`src/rtl/pwm_led_driver_pkg.sv`:
```
`default_nettype none
// ============================================================================
// Module  : pwm_pkg
// Brief   : Shared constants and state type for the three-channel PWM LED
//           driver.
// Revision: 1.0 - initial release
// ============================================================================
package pwm_pkg;

    localparam int               PWM_W   = 8;
    localparam logic [PWM_W-1:0] PWM_MAX = 8'hFF;

    localparam logic ST_IDLE = 1'b0;
    localparam logic ST_RUN  = 1'b1;

    typedef enum logic {
        IDLE = ST_IDLE,
        RUN  = ST_RUN
    } pwmState_t;

endpackage
`default_nettype wire

```
`src/rtl/pwm_led_driver_channel.sv`:
```
`default_nettype none
// ============================================================================
// Module  : pwm_channel
// Brief   : One PWM channel: double-buffered duty shadow, 8-bit compare
//           against the shared period counter, registered LED pin.
// Revision: 1.0 - initial release
// ============================================================================
module pwm_channel
    import pwm_pkg::*;
#(
    parameter logic INVERT = 1'b0
) (
    input  logic             iCLK,
    input  logic             iRST,
    input  logic             iLoad,
    input  logic             iIdle,
    input  logic [PWM_W-1:0] iPwmCnt,
    input  logic [PWM_W-1:0] iDuty,
    output logic             oPwm
);

    logic [PWM_W-1:0] rShadow;

    // Shadow tracks the live duty while idle and is reloaded only at the period wrap
    always_ff @(posedge iCLK or posedge iRST) begin
        if (iRST) begin
            rShadow <= '0;
        end else if (iIdle || iLoad) begin
            rShadow <= iDuty;
        end
    end

    // Registered compare of the current counter and shadow, so the pin never glitches
    always_ff @(posedge iCLK or posedge iRST) begin
        if (iRST) begin
            oPwm <= INVERT;
        end else if (iIdle) begin
            oPwm <= INVERT;
        end else begin
            oPwm <= (iPwmCnt < rShadow) ^ INVERT;
        end
    end

endmodule
`default_nettype wire

```
`src/rtl/pwm_led_driver.sv`:
```
`default_nettype none
// ============================================================================
// Module  : pwm_led_driver
// Brief   : Three-channel 8-bit PWM generator for LED pins. Holds the run/idle
//           FSM, the clock prescaler, the shared period counter and the
//           period-start pulse; the per-channel logic lives in pwm_channel.
// Revision: 1.0 - initial release
// ============================================================================
module pwm_led_driver
    import pwm_pkg::*;
#(
    parameter int   PRESCALE = 100,
    parameter logic INVERT   = 1'b0
) (
    input  logic             iCLK,
    input  logic             iRST,
    input  logic             iEN,
    input  logic [PWM_W-1:0] iDUTYA,
    input  logic [PWM_W-1:0] iDUTYB,
    input  logic [PWM_W-1:0] iDUTYC,
    output logic             oPWMA,
    output logic             oPWMB,
    output logic             oPWMC,
    output logic             oPERIOD
);

    localparam int               PRE_W    = $clog2(PRESCALE > 1 ? PRESCALE : 2);
    localparam logic [PRE_W-1:0] PRE_LAST = PRE_W'(PRESCALE - 1);

    pwmState_t           rState;
    pwmState_t           wNextState;
    logic                wRun;
    logic                wTick;
    logic                wWrap;
    logic                wIdle;
    logic [PRE_W-1:0]    rPrescale;
    logic [PWM_W-1:0]    rPwmCnt;
    logic [2:0][PWM_W-1:0] wDuty;
    logic [2:0]          wPwm;

    // State register
    always_ff @(posedge iCLK or posedge iRST) begin
        if (iRST) begin
            rState <= IDLE;
        end else begin
            rState <= wNextState;
        end
    end

    // Next state; dropping iEN in RUN wins over any tick, so counting only continues while enabled
    always_comb begin
        wNextState = rState;
        wRun       = 1'b0;
        case (rState)
            IDLE: begin
                if (iEN) begin
                    wNextState = RUN;
                end
            end
            RUN: begin
                if (!iEN) begin
                    wNextState = IDLE;
                end else begin
                    wRun = 1'b1;
                end
            end
            default: wNextState = IDLE;
        endcase
    end

    assign wIdle = (rState == IDLE);
    assign wTick = wRun && (rPrescale == PRE_LAST);
    assign wWrap = wTick && (rPwmCnt == PWM_MAX);

    // Prescaler and period counter; both held at zero whenever not actively running
    always_ff @(posedge iCLK or posedge iRST) begin
        if (iRST) begin
            rPrescale <= '0;
            rPwmCnt   <= '0;
        end else if (!wRun) begin
            rPrescale <= '0;
            rPwmCnt   <= '0;
        end else begin
            rPrescale <= wTick ? '0 : rPrescale + 1'b1;
            if (wTick) begin
                rPwmCnt <= rPwmCnt + 1'b1;
            end
        end
    end

    // One-cycle pulse following the counter wrap, aligned with the shadow reload
    always_ff @(posedge iCLK or posedge iRST) begin
        if (iRST) begin
            oPERIOD <= 1'b0;
        end else begin
            oPERIOD <= wWrap;
        end
    end

    assign wDuty = {iDUTYC, iDUTYB, iDUTYA};

    generate
        for (genvar gi = 0; gi < 3; gi++) begin : g_chan
            pwm_channel #(
                .INVERT (INVERT)
            ) uChannel (
                .iCLK    (iCLK),
                .iRST    (iRST),
                .iLoad   (wWrap),
                .iIdle   (wIdle),
                .iPwmCnt (rPwmCnt),
                .iDuty   (wDuty[gi]),
                .oPwm    (wPwm[gi])
            );
        end
    endgenerate

    assign oPWMA = wPwm[0];
    assign oPWMB = wPwm[1];
    assign oPWMC = wPwm[2];

endmodule
`default_nettype wire

```
`config.mk`:
```
export PLATFORM = sky130hd
export DESIGN_NAME = pwm_led_driver
export DESIGN_NICKNAME = d
export VERILOG_FILES = /design/src/rtl/pwm_led_driver_pkg.sv /design/src/rtl/pwm_led_driver_channel.sv /design/src/rtl/pwm_led_driver.sv
export SDC_FILE = /design/constraint.sdc
export NUM_CORES = 1
export LEC_CHECK = 0
export BUFFER_PORTS_ARGS = -buffer_cell sky130_fd_sc_hd__buf_2
export CORE_ASPECT_RATIO = 0.5
export CORE_MARGIN = 4
export CORE_UTILIZATION = 45
export CTS_CLUSTER_DIAMETER = 100
export DETAILED_ROUTE_END_ITERATION = 10
export SYNTH_ARGS = -nofsm -noshare
export SYNTH_HDL_FRONTEND = slang
export SYNTH_SLANG_ARGS = --single-unit
export TNS_END_PERCENT = 50
```
`constraint.sdc`:
```
create_clock -name iCLK -period 2.5 [get_ports iCLK]
set_input_delay 0.5 -clock iCLK [delete_from_list [all_inputs] [get_ports iCLK]]
set_output_delay 0.5 -clock iCLK [all_outputs]
set_load 0.01 [all_outputs]
```
* After elaboration in Yosys (flattened, before gate mapping) *
Index checks and enable logic that the tools add are counted.

storage, ports and cells
  register bits = 44
  output and inout bits = 4
  logic and storage cells = 31

operators by class
  add/sub/neg operators = 2
  order comparisons = 3
  equal/unequal tests = 3
  multiplexer cells = 9
  bitwise gates (word level) = 1
  reductions and logical operators = 3

operators by type and width
  cell                                           count
  < comparator 8 bit                             3
  two-way mux 8 bit                              2
  two-way mux 7 bit                              2
  adder 8 x 1 -> 8 bit, second input constant    1
  == test 8 bit, second input constant           1
  adder 7 x 1 -> 7 bit, second input constant    1
  == test 7 bit, second input constant           1
  two-way mux 1 bit                              5
  logical AND 1 bit                              2
  != test 2 x 1 -> 1 bit, second input constant  1
  logical OR 1 bit                               1
  inverter 1 bit                                 1

* Logic depth before layout (Yosys ltp) *
Gate-level depths: netlist of run 1.

  depth after elaboration = 5
  depth in mapped cells = 6
  mapped depth without buffers = 6

* By module *
A second synthesis of run 1 with hierarchy kept.

unflattened totals
  cells, all modules = 215
  area total of the unflattened synthesis = 2,367.3 um2

by module, submodules not included
  module          instances  cells each  area an instance (um2)  seq. area each (um2)
  pwm_channel     3          44          516.7                   225.2
  pwm_led_driver  1          83          817.0                   425.4

* Least setup slack after synthesis of run 1 *
Ideal clock, no wire load.

  path type = register -> register
  start = reg rPrescale[3]
  end = reg g_chan[0].uChannel.rShadow[0]
  setup time = 0.125 ns
  arrival = 1.926 ns
  data required time = 2.375 ns
  path slack = 0.449 ns
  cell stages (with the launch flop) = 6
  path buffers = 1
  cell sequence = dfrtp_1 nor4b_4 nand2_4 o41ai_4 buf_6 mux2_2

between the ends
  longest elaborated chain between the ends = 4

RTL lines
  element                 line                          source
  start, declared         pwm_led_driver.sv:36          logic [PRE_W-1:0] rPrescale;
  start signal, assigned  pwm_led_driver.sv:84          rPrescale <= wTick ? '0 : rPrescale + 1'b1;
  == test 7 bit           pwm_led_driver.sv:72          assign wTick = wRun && (rPrescale == PRE_LAST);
  logical AND 1 bit       pwm_led_driver.sv:72
  logical AND 1 bit       pwm_led_driver.sv:73          assign wWrap = wTick && (rPwmCnt == PWM_MAX);
  logical OR 1 bit        pwm_led_driver_channel.sv:28  end else if (iIdle || iLoad) begin
  end signal, assigned    pwm_led_driver_channel.sv:29  rShadow <= iDuty;
  end, declared           pwm_led_driver_channel.sv:22  logic [PWM_W-1:0] rShadow;

Every way passes these cells.
A chain may end at the register's enable or synchronous reset.

* Worst setup path after layout of run 1 *
  start = reg rPrescale[0]
  end = reg g_chan[2].uChannel.rShadow[7]

between the ends
  longest elaborated chain between the ends = 4

RTL lines
  element               line
  == test 7 bit         pwm_led_driver.sv:72
  logical AND 1 bit     pwm_led_driver.sv:72
  logical AND 1 bit     pwm_led_driver.sv:73
  logical OR 1 bit      pwm_led_driver_channel.sv:28
  end signal, assigned  pwm_led_driver_channel.sv:29
  end, declared         pwm_led_driver_channel.sv:22

Every way passes these cells.

==> run summary, run 1 <==
The average instance area after synthesis was 11.8 um^2; the sequential share of the synthesized area was 0.476. Counting along the longest clock path gives a buffer depth of 2. The wire-length estimate of the detail-placed layout is 3.18 mm. At the pin with the least slew margin, the transition time is 0.566 ns.

The count of pins over their slew limit is 0. The number of setup buffers added after CTS is 0. On the final layout, the worst clock skew is 0.00706 ns. STA classifies the critical path endpoint as a register. Clock latency on the worst-skew pair, taken at its later pin, is 0.30 ns. The flip-flop and latch count after synthesis was 44; the total CTS buffers was 5. For the final net count, the log shows 285. The logs give 7.69 mm for the wire length of the first global-routing pass and 0 for the post-route DRC violation count. Instance count of the mapped netlist: 196. The run gives 1643 as the number of global-route vias before repair.

The part of the cycle the worst path needs was 0.846; the total vias in the final route was 1506. Setup repair after global routing left no endpoint under its margin. The critical setup path kind is reg2reg.

Power comes to 1.39 mW. The tools report the CTS root buffer as sky130_fd_sc_hd__clkbuf_8. Relative to the synthesized area, the layout overhead comes to 14.8%.

Warning count from the yosys run: 0. After clock tree synthesis, the clock-pin slew on the worst setup and hold paths is 0.08 ns. Static timing analysis puts the maximum clock frequency at 473 MHz. In this run the cell area of the synthesized design comes to 2310 um^2. Dividing the detail-routed via count by the number of cells gives 4.92.

In this run, distinct cell masters in the synthesized netlist total 34. The clock net in this run drives a total of 44 sinks. Starting density of the core: 0.466.

In this run the count of I/O pins placed on the die edge is 31. Worst slew margin relative to its limit: 0.623. The maximum level of the CTS H-tree was 2; the vertical die dimension was 58.7 um. The congestion estimate from routability-driven global placement came to 0.823. For the global-route usage over all layers, the log shows 0.161.

Hold repair after CTS inserted 0 buffers. TritonCTS built the clock tree. For the final routed database, the setup TNS stands at 0 ns. In this run the remaining antenna-violating nets after routing total 0. Largest fanout of any net on the critical path: 20. Fraction of layout instances using a drive strength above 1: 0.314.

The tools report the total number of placement rows as 18. The clock period could shrink to 2.12 ns. The number of antenna violations at the first check in global routing was 0. Setup violations remaining at the end of the flow were counted as 0.

Data on the critical path arrives at its endpoint at 2.30 ns. Dividing the detail-routed wire length by the instance count gives 14.3 um. The total overflow left after global routing is 0. The logs give 1.33 nW for the static leakage and 4950 um^2 for the placeable core area. The path class of the tightest hold or removal check is in2async. The max-cap check violation count was 0. The repair_antennas step left the layout with diodes totalling 0. STA classifies the critical path startpoint as a register.

Required time of the critical path: 2.69 ns. The highest ir drop seen on vdd was 0.000227 V. Entering global routing, the biggest net connects 45 pins. The floorplan step defined a die boundary enclosing 6420 um^2.

Buffers placed on the I/O ports in this run total 30. The first detailed-routing pass ran for 3 iterations. The flow ran to the end, and the final reports show no timing, DRC or antenna violations. The routed design has 4.39 mm of wire.

Measured along the x axis, the die boundary spans 109 um. The tools report the number of gates given a new drive strength after cts as 0. The number of nets handed over by synthesis was 246. The tools report the final core utilization as 0.535.

The total power per unit cell area is 525 nW/um^2, and the number of DRC violations after detailed-routing iteration 0 is 29. The tools report the final hold violation count as 0.
## placed cells by master (no fill, tap or decap), types with 6 or more instances in the layout
cell type and n:
sky130_fd_sc_hd__clkbuf_8 6, sky130_fd_sc_hd__inv_1 25, sky130_fd_sc_hd__nor2_1 16, sky130_fd_sc_hd__a21oi_1 6, sky130_fd_sc_hd__buf_2 30, sky130_fd_sc_hd__mux2_2 24
sky130_fd_sc_hd__dfrtp_1 44, sky130_fd_sc_hd__xor2_1 7, sky130_fd_sc_hd__ha_1 23
## critical path, stage by stage, from the launching register on
cell and delay [ns]:
sky130_fd_sc_hd__dfrtp_1 0.37, sky130_fd_sc_hd__ha_1 0.24, sky130_fd_sc_hd__and3_1 0.29, sky130_fd_sc_hd__nand2_4 0.08, sky130_fd_sc_hd__o41ai_4 0.31, sky130_fd_sc_hd__buf_4 0.33
sky130_fd_sc_hd__mux2_2 0.38
## area by class of cell
cell class                 instances  area, um^2
fill                             466        2300
sequential                        44        1100
multi-input combinational        124        1090
timing repair buffer              35         188
inverter                          25        93.8
tap                               70        87.6
clock buffer                       6        82.6
clock inverter                     2        10.0
## worst paths after layout
check,end,start,depth (start not counted),slack (ns)
max in group asynchronous,g_chan[1].uChannel.rShadow[7],iRST,3,1.78
worst min-delay path,rPrescale[4],iRST,3,0.32
worst max-delay path,g_chan[2].uChannel.rShadow[7],rPrescale[0],6,0.38
worst min register to register,rPrescale[0],rPrescale[0],1,0.46
worst max register to register,g_chan[2].uChannel.rShadow[7],rPrescale[0],6,0.38
min in group iCLK,rState,iEN,1,0.34
## metal layers
| metal | wire (um) | vias up | GRT usage |
|---|---|---|---|
| met5 | 0 | - | 0 |
| met4 | 46 | 0 | 0.0568 |
| met3 | 176 | 6 | 0.0427 |
| met2 | 2020 | 20 | 0.265 |
| met1 | 2150 | 718 | 0.208 |
| li1 | - | 762 | - |
## registers in the layout, summed over array words and instances, names as in the netlist
signal and flops:
g_chan.uChannel.rShadow 24, rState 1, rPrescale 7, g_chan.uChannel.oPwm 3, oPERIOD 1, rPwmCnt 8
## report_power, final
part | total (mW) | switching (mW) | internal [mW]
clock network | 0.465 | 0.245 | 0.221
registers | 0.778 | 0.0235 | 0.755
logic | 0.150 | 0.0700 | 0.0797
## metrics by stage
step	instance area (um^2)	setup WS (ns)	hold slack, ns	instances
6_report	2650	0.385	0.323	306
5_1_grt	2650	0.250	0.338	306
3_3_place_gp	2560	0.455	0.435	298
3_5_place_dp	2560	0.368	0.448	298
4_1_cts	2650	0.362	0.338	306
2_1_floorplan	2310	0.449	0.425	196
## Yosys cell counts (all sizes together)
cell type	number	area, um^2
dfrtp	44	1100
inv	25	93.8
mux2	24	270
ha	23	288
nor2	16	60.1
xor2	7	61.3
a21oi	6	30.0
nand2	6	30.0
o2111ai	5	43.8
nand3	4	20.0
nand4	4	25.0
xnor2	4	35.0
nor4b	3	41.3
a211oi	2	15.0
and2	2	13.8
and3	2	12.5
and4	2	17.5
buf	2	22.5
nor2b	2	12.5
or3b	2	17.5
a2111oi	1	8.76
a21o	1	7.51
clkbuf	1	3.75
mux2i	1	10.0
nor4	1	6.26
o2111a	1	11.3
o211ai	1	7.51
o21ai	1	5.00
o41ai	1	27.5
or2	1	6.26
or3	1	6.26
## logic make-up (layout without fill, tap and decap cells)
| logic type | count (synthesis) | in the layout | synth area share |
|---|---|---|---|
| xor+xnor | 11 | 11 | 0.0417 |
| simple gates | 46 | 46 | 0.116 |
| compound gates | 19 | 19 | 0.0677 |
| flops | 44 | 44 | 0.476 |
| buf+inv | 28 | 68 | 0.0520 |
| fa+ha+maj | 23 | 23 | 0.125 |
| mux | 25 | 25 | 0.121 |
No activity file was read; power rests on OpenSTA's default activity.
==> run 2, diff against run 1 <==
- clock period: 2.5 -> 2.2 ns (I/O delays scaled with it)
==> run 2 against run 1 <==
Net effect:
- final area grew 1.5%
- total power grew 13%
- register-to-register slack lost 0.21 ns
- count of clock-buffer cells in the layout grew 2
- sequential cell count is the same
- global-route usage shrank 1.2 points
- clock power grew 11%
- wire length shrank 1.3%
- non-clock buffer count grew 4
- setup slack lost 0.21 ns
- combinational power grew 16%
- sequential share of layout area shrank 0.62 points
- largest cell class unchanged
==> run summary, run 2 (same netlist as run 1, synthesis figures left out) <==
The tools report the wire length of the first global-routing pass as 7.29 mm (was 7.69 mm). For the total vias in the final route, the log shows 1528 (was 1506). The count of buffers inserted at the top-level ports came out at 30 (unchanged). The number of global-route vias before repair was 1545 (was 1643). Cells along the critical path: ha_1 > and3_1 > nand2_4 > o41ai_4 > buf_12 > mux2_2 (was ha_1 > and3_1 > nand2_4 > o41ai_4 > buf_4 > mux2_2). Registers with the most flip-flops: g_chan.uChannel.rShadow x24, rPwmCnt x8, rPrescale x7 (unchanged).

Flip-flop count of the largest register after layout: 24 (unchanged). Placed cell area: 2600 um^2 (was 2560 um^2). The time the worst path needs with I/O delays and setup is 2.03 ns (was 2.12 ns). The critical setup path kind was reg2reg (unchanged). The number of I/O pins was 31 (unchanged); the summed area of non-filler cells in the final layout was 2690 um^2 (was 2650 um^2). The type of the tightest min-delay check is in2async (unchanged). For the total length of routed wires, the log shows 4.33 mm (was 4.39 mm). Register bank with the most flops: g_chan.uChannel.rShadow (unchanged). The worst slew margin relative to its limit came out at 0.629 (was 0.623). For the number of sinks handled by clock tree synthesis, the log shows 44 (unchanged).

The maximum level of the CTS H-tree came out at 2 (unchanged). The logs give 2 (unchanged) for the number of buffers on the longest clock path and 0.747 (was 0.823) for the routability congestion estimate from global placement. The total power per unit cell area works out to 585 nW/um^2 (was 525 nW/um^2).

The logs give 45 (unchanged) for the maximum number of pins on one net before global-route repair and 0 (unchanged) for the number of hold buffers added after CTS. The number of nets still failing antenna checks after routing was 0 (unchanged). The number of setup buffers added after CTS was 0 (unchanged); the final net count was 289 (was 285). The ratio of routed vias to standard cells works out to 4.93 (was 4.92). The routed wirelength normalized by instance count was 14.0 um (was 14.3 um).

The required time of the critical path is 2.37 ns (was 2.69 ns), and the full die area is 6420 um^2 (unchanged). The fraction of layout instances using a drive strength above 1 is 0.317 (was 0.314). Setup repair after global routing left no endpoint under its margin. The highest-delay cell along the critical path was sky130_fd_sc_hd__dfrtp_1 (was sky130_fd_sc_hd__mux2_2). The tools report the antenna cell count as 0 (unchanged).

The total CTS buffers was 5 (unchanged). The tools report the sort of element at the start of the critical path as a register (unchanged). The static leakage was 1.35 nW (was 1.33 nW); the part of the cycle the worst path needs was 0.921 (was 0.846). The logs give 0 (unchanged) for the post-route DRC violation count and 4950 um^2 (unchanged) for the placeable core area. Commonest non-fill, non-tap cells in the layout: sky130_fd_sc_hd__dfrtp_1 (44), sky130_fd_sc_hd__buf_2 (30), sky130_fd_sc_hd__inv_1 (25) (unchanged). The logs give 0 (unchanged) for the number of antenna violations at the first check in global routing and 0.000262 V (was 0.000227 V) for the highest ir drop seen on vdd. The worst setup skew after layout is 0.00947 ns (was 0.00706 ns), and the horizontal die dimension is 109 um (unchanged). The final setup violation count came out at 0 (unchanged). The maximum clock rate was 493 MHz (was 473 MHz); the delay of the slowest cell on the worst path was 0.37 ns (was 0.38 ns). Global-route usage over all layers: 0.149 (was 0.161). The CTS root buffer was sky130_fd_sc_hd__clkbuf_8 (unchanged).

The tools report the count of pins over their slew limit as 0 (unchanged). The most common cell after layout, fill and taps aside is sky130_fd_sc_hd__dfrtp_1 (unchanged). TritonCTS built the clock tree. The half-perimeter wire length after placement is 3.24 mm (was 3.18 mm), and the number of DRC violations after detailed-routing iteration 0 is 47 (was 29).

The final hold violation count came out at 0 (unchanged). The setup TNS is 0 ns (unchanged), and the clock latency reported for the late side of the worst-skew pair is 0.29 ns (was 0.30 ns). The transition time at the pin with the least slew margin was 0.557 ns (was 0.566 ns). The max-cap check violation count is 0 (unchanged). The tools report the kind of end point of the critical path as a register (unchanged).

The run finished with clean final reports. The largest fanout of any net on the critical path is 20 (unchanged). The clock-pin slew reported for the worst setup and hold paths after clock tree synthesis works out to 0.08 ns (about the same).

The tools report the overall overflow remaining after global route as 0 (unchanged). The endpoint arrival time on the critical path is 2.20 ns (was 2.30 ns), and the total number of placement rows is 18 (unchanged). The starting density of the core is 0.466 (unchanged). The relative area change from synthesis to final layout was 16.5% (was 14.8%). Number of gates given a new drive strength after cts: 0 (unchanged). The vertical die dimension came out at 58.7 um (unchanged). The first-pass detailed-route iteration total came out at 4 (was 3).
run 2: changes by cell type in the layout (fill, tap and decap cells not counted):
cell,previous run,this run
sky130_fd_sc_hd__clkbuf_1,0,2
sky130_fd_sc_hd__buf_4,5,8
sky130_fd_sc_hd__buf_12,0,1
sky130_fd_sc_hd__clkinv_2,2,0
run 2: path summary, 6_finish.rpt:
| path | startpoint | end | slack, ns | cells after the start |
|---|---|---|---|---|
| worst min register to register | rPrescale[0] | rPrescale[0] | 0.46 | 1 |
| max in group asynchronous | iRST | rPwmCnt[7] | 1.54 | 3 |
| worst max-delay path | rPrescale[0] | g_chan[0].uChannel.rShadow[7] | 0.17 | 6 |
| worst min-delay path | iRST | rPrescale[0] | 0.27 | 3 |
| worst max register to register | rPrescale[0] | g_chan[0].uChannel.rShadow[7] | 0.17 | 6 |
| min in group iCLK | iEN | rState | 0.30 | 1 |
run 2: layout make-up:
| class | instances | area (um^2) |
|---|---|---|
| clock buffer | 8 | 90.1 |
| fill | 459 | 2260 |
| inverter | 25 | 93.8 |
| multi-input combinational | 124 | 1090 |
| sequential | 44 | 1100 |
| tap | 70 | 87.6 |
| timing repair buffer | 39 | 230 |
run 2: where the power goes:
part	internal, mW	switching (mW)	total (mW)
logic	0.0932	0.0804	0.174
clock network	0.256	0.261	0.518
registers	0.858	0.0264	0.884
run 2: critical path: cells and delay by family, from the launching register on:
kind	cells	cell delay (ns)
mux	1	0.35
flops	1	0.37
compound gates	1	0.37
fa+ha+maj	1	0.23
buf+inv	1	0.21
simple gates	2	0.36
run 2: stage by stage:
stage               cells  power, mW   util  hold slack, ns  setup slack [ns]
finish                310       1.58  0.543           0.273             0.173
global route          310       1.66  0.543           0.287            0.0580
CTS                   310       1.59  0.543           0.290             0.160
detailed placement    302       1.08  0.525           0.450             0.174
global placement      302       1.07  0.525           0.435             0.242
floorplan             196       1.02      -           0.425             0.149
run 2: routing by layer:
layer | track usage | vias to the layer above | share of wire
met4 | 0.0213 | 0 | 0.0035
met1 | 0.202 | 729 | 0.51
met2 | 0.245 | 23 | 0.44
met5 | 0 | - | 0
li1 | - | 774 | -
met3 | 0.0438 | 2 | 0.050
